### config.mk
export PLATFORM = sky130hd
export DESIGN_NAME = fb_arbiter
export DESIGN_NICKNAME = d
export VERILOG_FILES = /design/src/rtl/fb_pkg.sv /design/src/rtl/fb_clear_seq.sv /design/src/rtl/fb_arbiter.sv
export SDC_FILE = /design/constraint.sdc
export NUM_CORES = 1
export LEC_CHECK = 0
export CAP_MARGIN = 5
export CORE_UTILIZATION = 38
export CTS_BUF_LIST = sky130_fd_sc_hd__clkbuf_4 sky130_fd_sc_hd__clkbuf_8 sky130_fd_sc_hd__clkbuf_16
export DETAILED_ROUTE_END_ITERATION = 10
export PLACE_DENSITY = 0.85
export SLEW_MARGIN = 20
export SYNTH_ARGS = -nofsm -noshare
export SYNTH_HDL_FRONTEND = slang
export SYNTH_HIERARCHICAL = 1
export SYNTH_SLANG_ARGS = --single-unit
### constraint.sdc
create_clock -name clk -period 2.2 [get_ports clk]
set_clock_uncertainty 0.1 [all_clocks]
set_input_delay 0.44 -clock clk [delete_from_list [all_inputs] [get_ports clk]]
set_output_delay 0.44 -clock clk [all_outputs]
set_load 0.005 [all_outputs]
### src/rtl/fb_pkg.sv
// Frame-buffer shared definitions.
// Geometry of the 80x60 RGB888 frame buffer and the arbiter state type.
// The display upscaler and the frame-buffer arbiter both use these
// constants.
package fb_pkg;

  localparam int unsigned          FB_ADDR_W    = 13;
  localparam int unsigned          FB_DATA_W    = 24;
  localparam int unsigned          FB_DEPTH     = 4800;
  localparam logic [FB_ADDR_W-1:0] FB_LAST_ADDR = 13'h12BF;

  // CLEAR: post-reset sweep, ARB: normal arbitration,
  // FORCE: single cycle in which the draw engine owns the RAM port.
  typedef enum logic [1:0] {
    CLEAR = 2'd0,
    ARB   = 2'd1,
    FORCE = 2'd2
  } fb_state_e;

endpackage

### src/rtl/fb_clear_seq.sv
// Clear-sweep address sequencer for the frame-buffer arbiter.
// Walks the word address from 0 to DEPTH-1, one step per enabled cycle.
// Only instantiated when FB_ARB_CLEAR_EN is defined.
// Ports:
//   clk_i   system clock
//   rst_i   asynchronous active-high reset (counter back to 0)
//   en_i    advance the counter this cycle
//   cnt_o   current sweep address
//   done_o  high while cnt_o addresses the last word
module fb_clear_seq
  import fb_pkg::*;
#(
  parameter int unsigned ADDR_W = FB_ADDR_W,
  parameter int unsigned DEPTH  = FB_DEPTH
) (
  input  logic              clk_i,
  input  logic              rst_i,
  input  logic              en_i,
  output logic [ADDR_W-1:0] cnt_o,
  output logic              done_o
);

  localparam int unsigned       LAST_I = DEPTH - 1;
  localparam logic [ADDR_W-1:0] LAST   = LAST_I[ADDR_W-1:0];

  logic [ADDR_W-1:0] cnt_q, cnt_d;

  assign cnt_o  = cnt_q;
  assign done_o = (cnt_q == LAST);

  always_comb begin
    cnt_d = cnt_q;
    if (en_i) begin
      cnt_d = done_o ? '0 : cnt_q + 1'b1;
    end
  end

  always_ff @(posedge clk_i or posedge rst_i) begin
    if (rst_i) begin
      cnt_q <= '0;
    end else begin
      cnt_q <= cnt_d;
    end
  end

endmodule

### src/rtl/fb_arbiter.sv
// Single-port frame-buffer arbiter.
// Shares one DEPTH x DATA_W synchronous RAM between the display read path
// (priority) and the draw engine (writes). A draw request denied for
// MAX_WAIT consecutive cycles gets one forced slot. Optional post-reset
// clear sweep is enabled by defining FB_ARB_CLEAR_EN.
// Ports:
//   clk, rst                      clock, asynchronous active-high reset
//   disp_req/addr -> disp_gnt     display read request / same-cycle grant
//   disp_rvalid/rdata             read data, two cycles after the grant
//   drw_req/addr/data -> drw_ack  draw write request / same-cycle accept
//   drw_err                       accepted write was out of range, dropped
//   busy                          clear sweep in progress
//   mem_addr/we/wdata             registered RAM port
//   mem_rdata                     RAM read data (1-cycle latency)
module fb_arbiter
  import fb_pkg::*;
#(
  parameter int unsigned       ADDR_W      = FB_ADDR_W,
  parameter int unsigned       DATA_W      = FB_DATA_W,
  parameter int unsigned       DEPTH       = FB_DEPTH,
  parameter int unsigned       MAX_WAIT    = 16,
  parameter logic [DATA_W-1:0] CLEAR_COLOR = '0
) (
  input  logic              clk,
  input  logic              rst,
  input  logic              disp_req,
  input  logic [ADDR_W-1:0] disp_addr,
  output logic              disp_gnt,
  output logic              disp_rvalid,
  output logic [DATA_W-1:0] disp_rdata,
  input  logic              drw_req,
  input  logic [ADDR_W-1:0] drw_addr,
  input  logic [DATA_W-1:0] drw_data,
  output logic              drw_ack,
  output logic              drw_err,
  output logic              busy,
  output logic [ADDR_W-1:0] mem_addr,
  output logic              mem_we,
  output logic [DATA_W-1:0] mem_wdata,
  input  logic [DATA_W-1:0] mem_rdata
);

  localparam int unsigned       WAIT_W     = (MAX_WAIT > 2) ? $clog2(MAX_WAIT) : 1;
  localparam int unsigned       WAIT_TOP_I = (MAX_WAIT > 0) ? MAX_WAIT - 1 : 0;
  localparam logic [WAIT_W-1:0] WAIT_TOP   = WAIT_TOP_I[WAIT_W-1:0];
  localparam logic [ADDR_W:0]   DEPTH_X    = DEPTH[ADDR_W:0];

  fb_state_e         state_q, state_d;
  logic [WAIT_W-1:0] wait_q, wait_d;
  logic [ADDR_W-1:0] mem_addr_q, mem_addr_d;
  logic              mem_we_q, mem_we_d;
  logic [DATA_W-1:0] mem_wdata_q, mem_wdata_d;
  logic              rd_pend_q;
  logic              rvalid_q;
  logic              gnt, ack, denied, in_range;
  logic [ADDR_W-1:0] clr_addr;
  logic              clr_done;

`ifdef FB_ARB_CLEAR_EN
  localparam fb_state_e RST_STATE = CLEAR;
  logic clr_en;

  assign clr_en = (state_q == CLEAR);
  assign busy   = clr_en;

  fb_clear_seq #(
    .ADDR_W (ADDR_W),
    .DEPTH  (DEPTH)
  ) u_clear_seq (
    .clk_i  (clk),
    .rst_i  (rst),
    .en_i   (clr_en),
    .cnt_o  (clr_addr),
    .done_o (clr_done)
  );
`else
  localparam fb_state_e RST_STATE = ARB;

  // CLEAR is unreachable in this build; ties let it fall straight to ARB.
  assign clr_addr = '0;
  assign clr_done = 1'b1;
  assign busy     = 1'b0;
`endif

  assign in_range = ({1'b0, drw_addr} < DEPTH_X);
  assign denied   = drw_req & ~ack;

  always_comb begin
    state_d = state_q;
    gnt     = 1'b0;
    ack     = 1'b0;
    case (state_q)
      CLEAR: begin
        if (clr_done) state_d = ARB;
      end
      FORCE: begin
        ack     = drw_req;
        state_d = ARB;
      end
      default: begin
        gnt = disp_req;
        ack = drw_req & ~disp_req;
        if (drw_req && disp_req && (wait_q == WAIT_TOP)) state_d = FORCE;
      end
    endcase
  end

  // Denial counter runs in every state, saturating at MAX_WAIT-1.
  always_comb begin
    wait_d = '0;
    if (denied) begin
      wait_d = (wait_q == WAIT_TOP) ? wait_q : wait_q + 1'b1;
    end
  end

  // An out-of-range draw is consumed but never reaches the RAM; an idle
  // cycle keeps the last address so the RAM input does not toggle.
  always_comb begin
    mem_we_d    = 1'b0;
    mem_addr_d  = mem_addr_q;
    mem_wdata_d = mem_wdata_q;
    if (state_q == CLEAR) begin
      mem_we_d    = 1'b1;
      mem_addr_d  = clr_addr;
      mem_wdata_d = CLEAR_COLOR;
    end else if (gnt) begin
      mem_addr_d = disp_addr;
    end else if (ack && in_range) begin
      mem_we_d    = 1'b1;
      mem_addr_d  = drw_addr;
      mem_wdata_d = drw_data;
    end
  end

  always_ff @(posedge clk or posedge rst) begin
    if (rst) begin
      state_q     <= RST_STATE;
      wait_q      <= '0;
      mem_addr_q  <= '0;
      mem_we_q    <= 1'b0;
      mem_wdata_q <= '0;
      rd_pend_q   <= 1'b0;
      rvalid_q    <= 1'b0;
    end else begin
      state_q     <= state_d;
      wait_q      <= wait_d;
      mem_addr_q  <= mem_addr_d;
      mem_we_q    <= mem_we_d;
      mem_wdata_q <= mem_wdata_d;
      rd_pend_q   <= gnt;
      rvalid_q    <= rd_pend_q;
    end
  end

  assign disp_gnt    = gnt;
  assign drw_ack     = ack;
  assign drw_err     = ack & ~in_range;
  assign mem_addr    = mem_addr_q;
  assign mem_we      = mem_we_q;
  assign mem_wdata   = mem_wdata_q;
  assign disp_rvalid = rvalid_q;
  // The RAM output register is the data stage; gating by the registered
  // valid gives two-cycle latency and zero data while idle or in reset.
  assign disp_rdata  = rvalid_q ? mem_rdata : '0;

endmodule
Word level (Yosys, flattened, before mapping):

Index checks and enable logic that the tools add are counted.
W data, S select, Z words.

* $add $sub $neg: 1
* magnitude comparators: 1
* equal/unequal tests: 4
* muxes and demuxes: 16
* bitwise operators: 6
* reduce and logical (&&, ||, !) cells: 9

Operators by type and width (number)
* $mux W24: 4
* $mux W13: 3
* $lt A13 B13 Y1 const B: 1
* $mux W4: 2
* $add A4 B1 Y4 const B: 1
* $eq A4 B4 Y1 const B: 1
* $mux W1: 4
* $mux W2: 2
* $reduce_bool A2 Y1: 2
* $and A1 B1 Y1: 3
* $logic_and A1 B1 Y1: 3
* $not A1 Y1: 3
* $reduce_bool A3 Y1: 1
* $eq A2 B2 Y1 const B: 1
* $logic_not A2 Y1: 1
* $ne A2 B1 Y1 const B: 1
* $ne A2 B2 Y1 const B: 1
* $pmux W1 S2: 1
* $reduce_and A2 Y1: 1
* $reduce_or A2 Y1: 1

* register bits: 46
* input bits: 78
* output and inout bits: 67
* word-level logic and storage cells: 44

Depth between registers and ports, before layout:

* word-level depth: 7
* depth in mapped cells: 7
* mapped depth without buffers: 4

Least setup slack after synthesis:

OpenSTA, ideal clock, no wires.

* path kind: register -> register
* start: register state_q[0]
* end: register mem_addr_q[0] (netlist: mem_addr[0])
* library setup time: 0.125 ns
* arrival: 1.505 ns
* required time: 1.975 ns
* setup slack: 0.470 ns
* stages on the path, launching flop included: 8
* buffers on the path: 3
* clock period less this slack: 1.730 ns
* path through: dfstp_2 buf_6 or2_4 buf_6 nand2_2 o21bai_4 buf_12 mux2_4

* cells in the longest elaborated chain, start to end: 5
* elaborated cells between the ends (all ways): 9
* those cells by class: eq/ne: 1; mux: 4; reduce/logical: 4

Ends and longest elaborated chain
* from (decl): RTL line fb_arbiter.sv:48 `fb_state_e state_q, state_d;`
* from (signal assigned): RTL line fb_arbiter.sv:145 `state_q <= state_d;`
* $eq A2 B2 Y1 or $logic_not A2 Y1 (tied branches): RTL line fb_arbiter.sv:92, fb_arbiter.sv:122
* $reduce_or A2 Y1 (no source line)
* $mux W1: RTL line fb_arbiter.sv:92 `case (state_q)`
* $mux W13: RTL line fb_arbiter.sv:126 `end else if (gnt) begin`
* $mux W13: RTL line fb_arbiter.sv:122 `if (state_q == CLEAR) begin`
* to (signal assigned): RTL line fb_arbiter.sv:147 `mem_addr_q <= mem_addr_d;`
* to (decl): RTL line fb_arbiter.sv:50 `logic [ADDR_W-1:0] mem_addr_q, mem_addr_d;`

Several ways; a longest one is shown, not always the timed one.
A chain may end at the register's enable or synchronous reset.

Worst setup path after layout:

* start: input port drw_addr[6]
* end: output port drw_err

* cells in the longest elaborated chain, start to end: 3

Ends and longest elaborated chain
* from (decl): RTL line fb_arbiter.sv:32 `input logic [ADDR_W-1:0] drw_addr,`
* $lt A13 B13 Y1: RTL line fb_arbiter.sv:85 `assign in_range = ({1'b0, drw_addr} < DEPTH_X);`
* $not A1 Y1: RTL line fb_arbiter.sv:157 `assign drw_err = ack & ~in_range;`
* $and A1 B1 Y1: RTL line fb_arbiter.sv:157
* to (decl): RTL line fb_arbiter.sv:35 `output logic drw_err,`

No other way between the ends.

==> impl_metrics.env <==
export IMPL_status="finished clean"
export IMPL_holdWs_ns=0.260
export IMPL_postSynthAreaPerCell_sq_um=10.8
export IMPL_hp_class="flop to flop"
export IMPL_antenna_found_initial=0
export IMPL_path_delay_family="buffers and inverters"
export IMPL_synth_xor_area_share_pct=0.348
export IMPL_cp_slowest_cell="clkdlybuf4s50_1"
export IMPL_setup_tns_ns=0
export IMPL_synth_compound_area_share_pct=7.02
export IMPL_io_pins=145
export IMPL_yosys_warnings=6
export IMPL_dr_first_iter_drc_count=88
export IMPL_finalSetupViolations=0
export IMPL_worst_path_largest_cell_delay_ns=0.50
export IMPL_initial_core_util_pct=39.6
export IMPL_synth_edf_count=0
export IMPL_clkSinkCount=46
export IMPL_r2r_start="state_q[0]"
export IMPL_cp_startpoint="drw_addr[6]"
export IMPL_synth_top_family_by_area="multiplexers"
export IMPL_clk_pin_slew_worst_paths_ns=0.09
export IMPL_syn_to_final_growth_pct=68.7
export IMPL_via_per_inst=4.75
export IMPL_rows=29
export IMPL_dieWidth_microns=83.3
export IMPL_fin_crit_ns=2.14
export IMPL_numPortBuffers=143
export IMPL_cp_end_kind="output port"
export IMPL_place_ws_ns=-0.395
export IMPL_drc=0
export IMPL_gr_total_overflow=0
export IMPL_synth_cells=232
export IMPL_cts_buffers=5
export IMPL_die_h_microns=83.3
export IMPL_critPathLaunchType="input pin"
export IMPL_synthArstFlopShare_pct=100
export IMPL_power_density_nw_per_um2=585
export IMPL_hp_start="rd_pend_q"
export IMPL_groute_usage_overall_pct=19.3
export IMPL_leakage_uw=0.00198
export IMPL_grt_pass1_wl_mm=10.8
export IMPL_drt_pass1_iterations=4
export IMPL_design_area_sq_um=4240
export IMPL_cts_root_buf="clkbuf_8"
export IMPL_grt_pass1_vias=2279
export IMPL_h_tree_depth=2
export IMPL_gp_congestion=0.794
export IMPL_regToRegSetupSlack_ns=0.26
export IMPL_cp_cell_sequence="clkdlybuf4s50_1 -> a21oi_2 -> o21ai_4 -> nor2b_4 -> dlygate4sd2_1"
export IMPL_dpl_hpwl_mm=5.05
export IMPL_core_area_sq_um=6350
export IMPL_fmax_mhz=467
export IMPL_arrival_ns=1.60
export IMPL_syn_nets=311
export IMPL_die_area_sq_um=6940
export IMPL_vdd_drop_max_mv=0.387
export IMPL_cts_buffer_depth=2
export IMPL_critical_path_required_ns=1.66
export IMPL_wl_per_cell_microns=14.0
export IMPL_layout_setup_ws_ns=0.0575
export IMPL_slew_viol_final=0
export IMPL_diodes=0
export IMPL_fin_crit_sh_pct=97.4
export IMPL_cts_tree="yes"
export IMPL_ys_ff_latch=46
export IMPL_syn_area_sq_um=2510
export IMPL_post_dp_cell_area_sq_um=4100
export IMPL_yosys_area_share_adder_pct=0.498
export IMPL_postRouteAntennaNets=0
export IMPL_finalNetCount=465
export IMPL_synthMuxAreaShare_pct=23.1
export IMPL_drive_gt1_share_pct=16.5
export IMPL_maxCapViolations=0
export IMPL_final_hold_violation_count=0
export IMPL_grt_max_degree=27
export IMPL_crit_type="input pin to output port"
export IMPL_worstPathBufferInverterCount=2
export IMPL_num_vias=2205
export IMPL_ys_seq_area_share_pct=45.8
export IMPL_worst_path_max_fanout=2
export IMPL_synth_flop_cell="dfrtp_1"
export IMPL_finalWirelength_mm=6.48
export IMPL_report_power_total_uw=2480
export IMPL_synth_simple_area_share_pct=14.4
export IMPL_clk_latency_ns=0.29
export IMPL_synth_cell_types=32
## kinds of logic (layout without fill, tap and decap cells)
group | after synthesis | after routing
fa+ha+maj | 1 | 1
flops | 46 | 46
xor+xnor | 1 | 1
other cells | 1 | 1
simple gates | 69 | 69
compound gates | 21 | 21
mux | 51 | 51
buf+inv | 42 | 197
## synth_stat cells, types with 5 or more instances
cell      instances  area (sq um)
and2_1           24           150
inv_1            28           105
nor2_1            5          18.8
mux2_4           10           150
a22o_1           13           114
nand2_1          28           105
mux2_2           16           180
dfrtp_1          45          1130
buf_6             5          56.3
clkbuf_1          6          22.5
mux2i_1          25           250
## layout make-up
class | instances | area [sq um]
clock inverter | 2 | 37.5
multi-input combinational | 144 | 1170
timing repair buffer | 161 | 1610
fill | 503 | 2110
tap | 77 | 96.3
clock buffer | 6 | 76.3
inverter | 28 | 105
sequential | 46 | 1150
## timing repair
item                                    4_1_cts  5_1_grt
endpoints found under the setup margin       12        3
pin swaps                                     1        1
endpoints found under the hold margin         0        0
buffers inserted                              1        0
hold buffers                                  0        0
resized for setup                             8        3
## layout by cell type (no fill, tap or decap), types with 2 or more instances in the layout
| master | instances |
|---|---|
| nand2_1 | 27 |
| dlygate4sd2_1 | 3 |
| nand3_1 | 3 |
| nor2b_1 | 2 |
| buf_4 | 15 |
| a22o_1 | 13 |
| and2_1 | 24 |
| a31oi_1 | 2 |
| buf_12 | 3 |
| inv_1 | 27 |
| nor2_1 | 5 |
| clkdlybuf4s50_1 | 138 |
| nand2_2 | 2 |
| mux2_4 | 10 |
| clkbuf_8 | 5 |
| dfrtp_1 | 44 |
| dlymetal6s2s_1 | 2 |
| mux2i_1 | 25 |
| mux2_2 | 16 |
## report_power, final
part	total [uW]	switching [uW]	internal [uW]
clock network	638	286	352
registers	1060	79.6	977
logic	788	242	546
## sequential cells by signal, indices dropped and copies added, names as in the netlist
name         count
rd_pend_q        1
wait_q           4
state_q          2
mem_wdata       24
disp_rvalid      1
mem_we           1
mem_addr        13
## layer usage
metal	global-route usage, %	share of wire (%)
met3	5.47	7.0
met1	21.3	38
met5	0	0
met2	35.9	53
met4	5.02	1.4
## per-stage QoR
step | instances | util, %
floorplan | 232 | -
global placement | 455 | 64.5
detailed placement | 455 | 64.5
CTS | 464 | 66.6
global route | 464 | 66.8
finish | 464 | 66.8
## final timing paths
path / cells past startpoint / to
max: 5 / drw_err
min: 0 / disp_rvalid
max reg2reg: 6 / mem_addr[5]
min reg2reg: 0 / disp_rvalid
max in group asynchronous: 3 / state_q[0]
min in group asynchronous: 2 / mem_wdata[19]
Note: power is estimated with default switching activity, not from simulation.
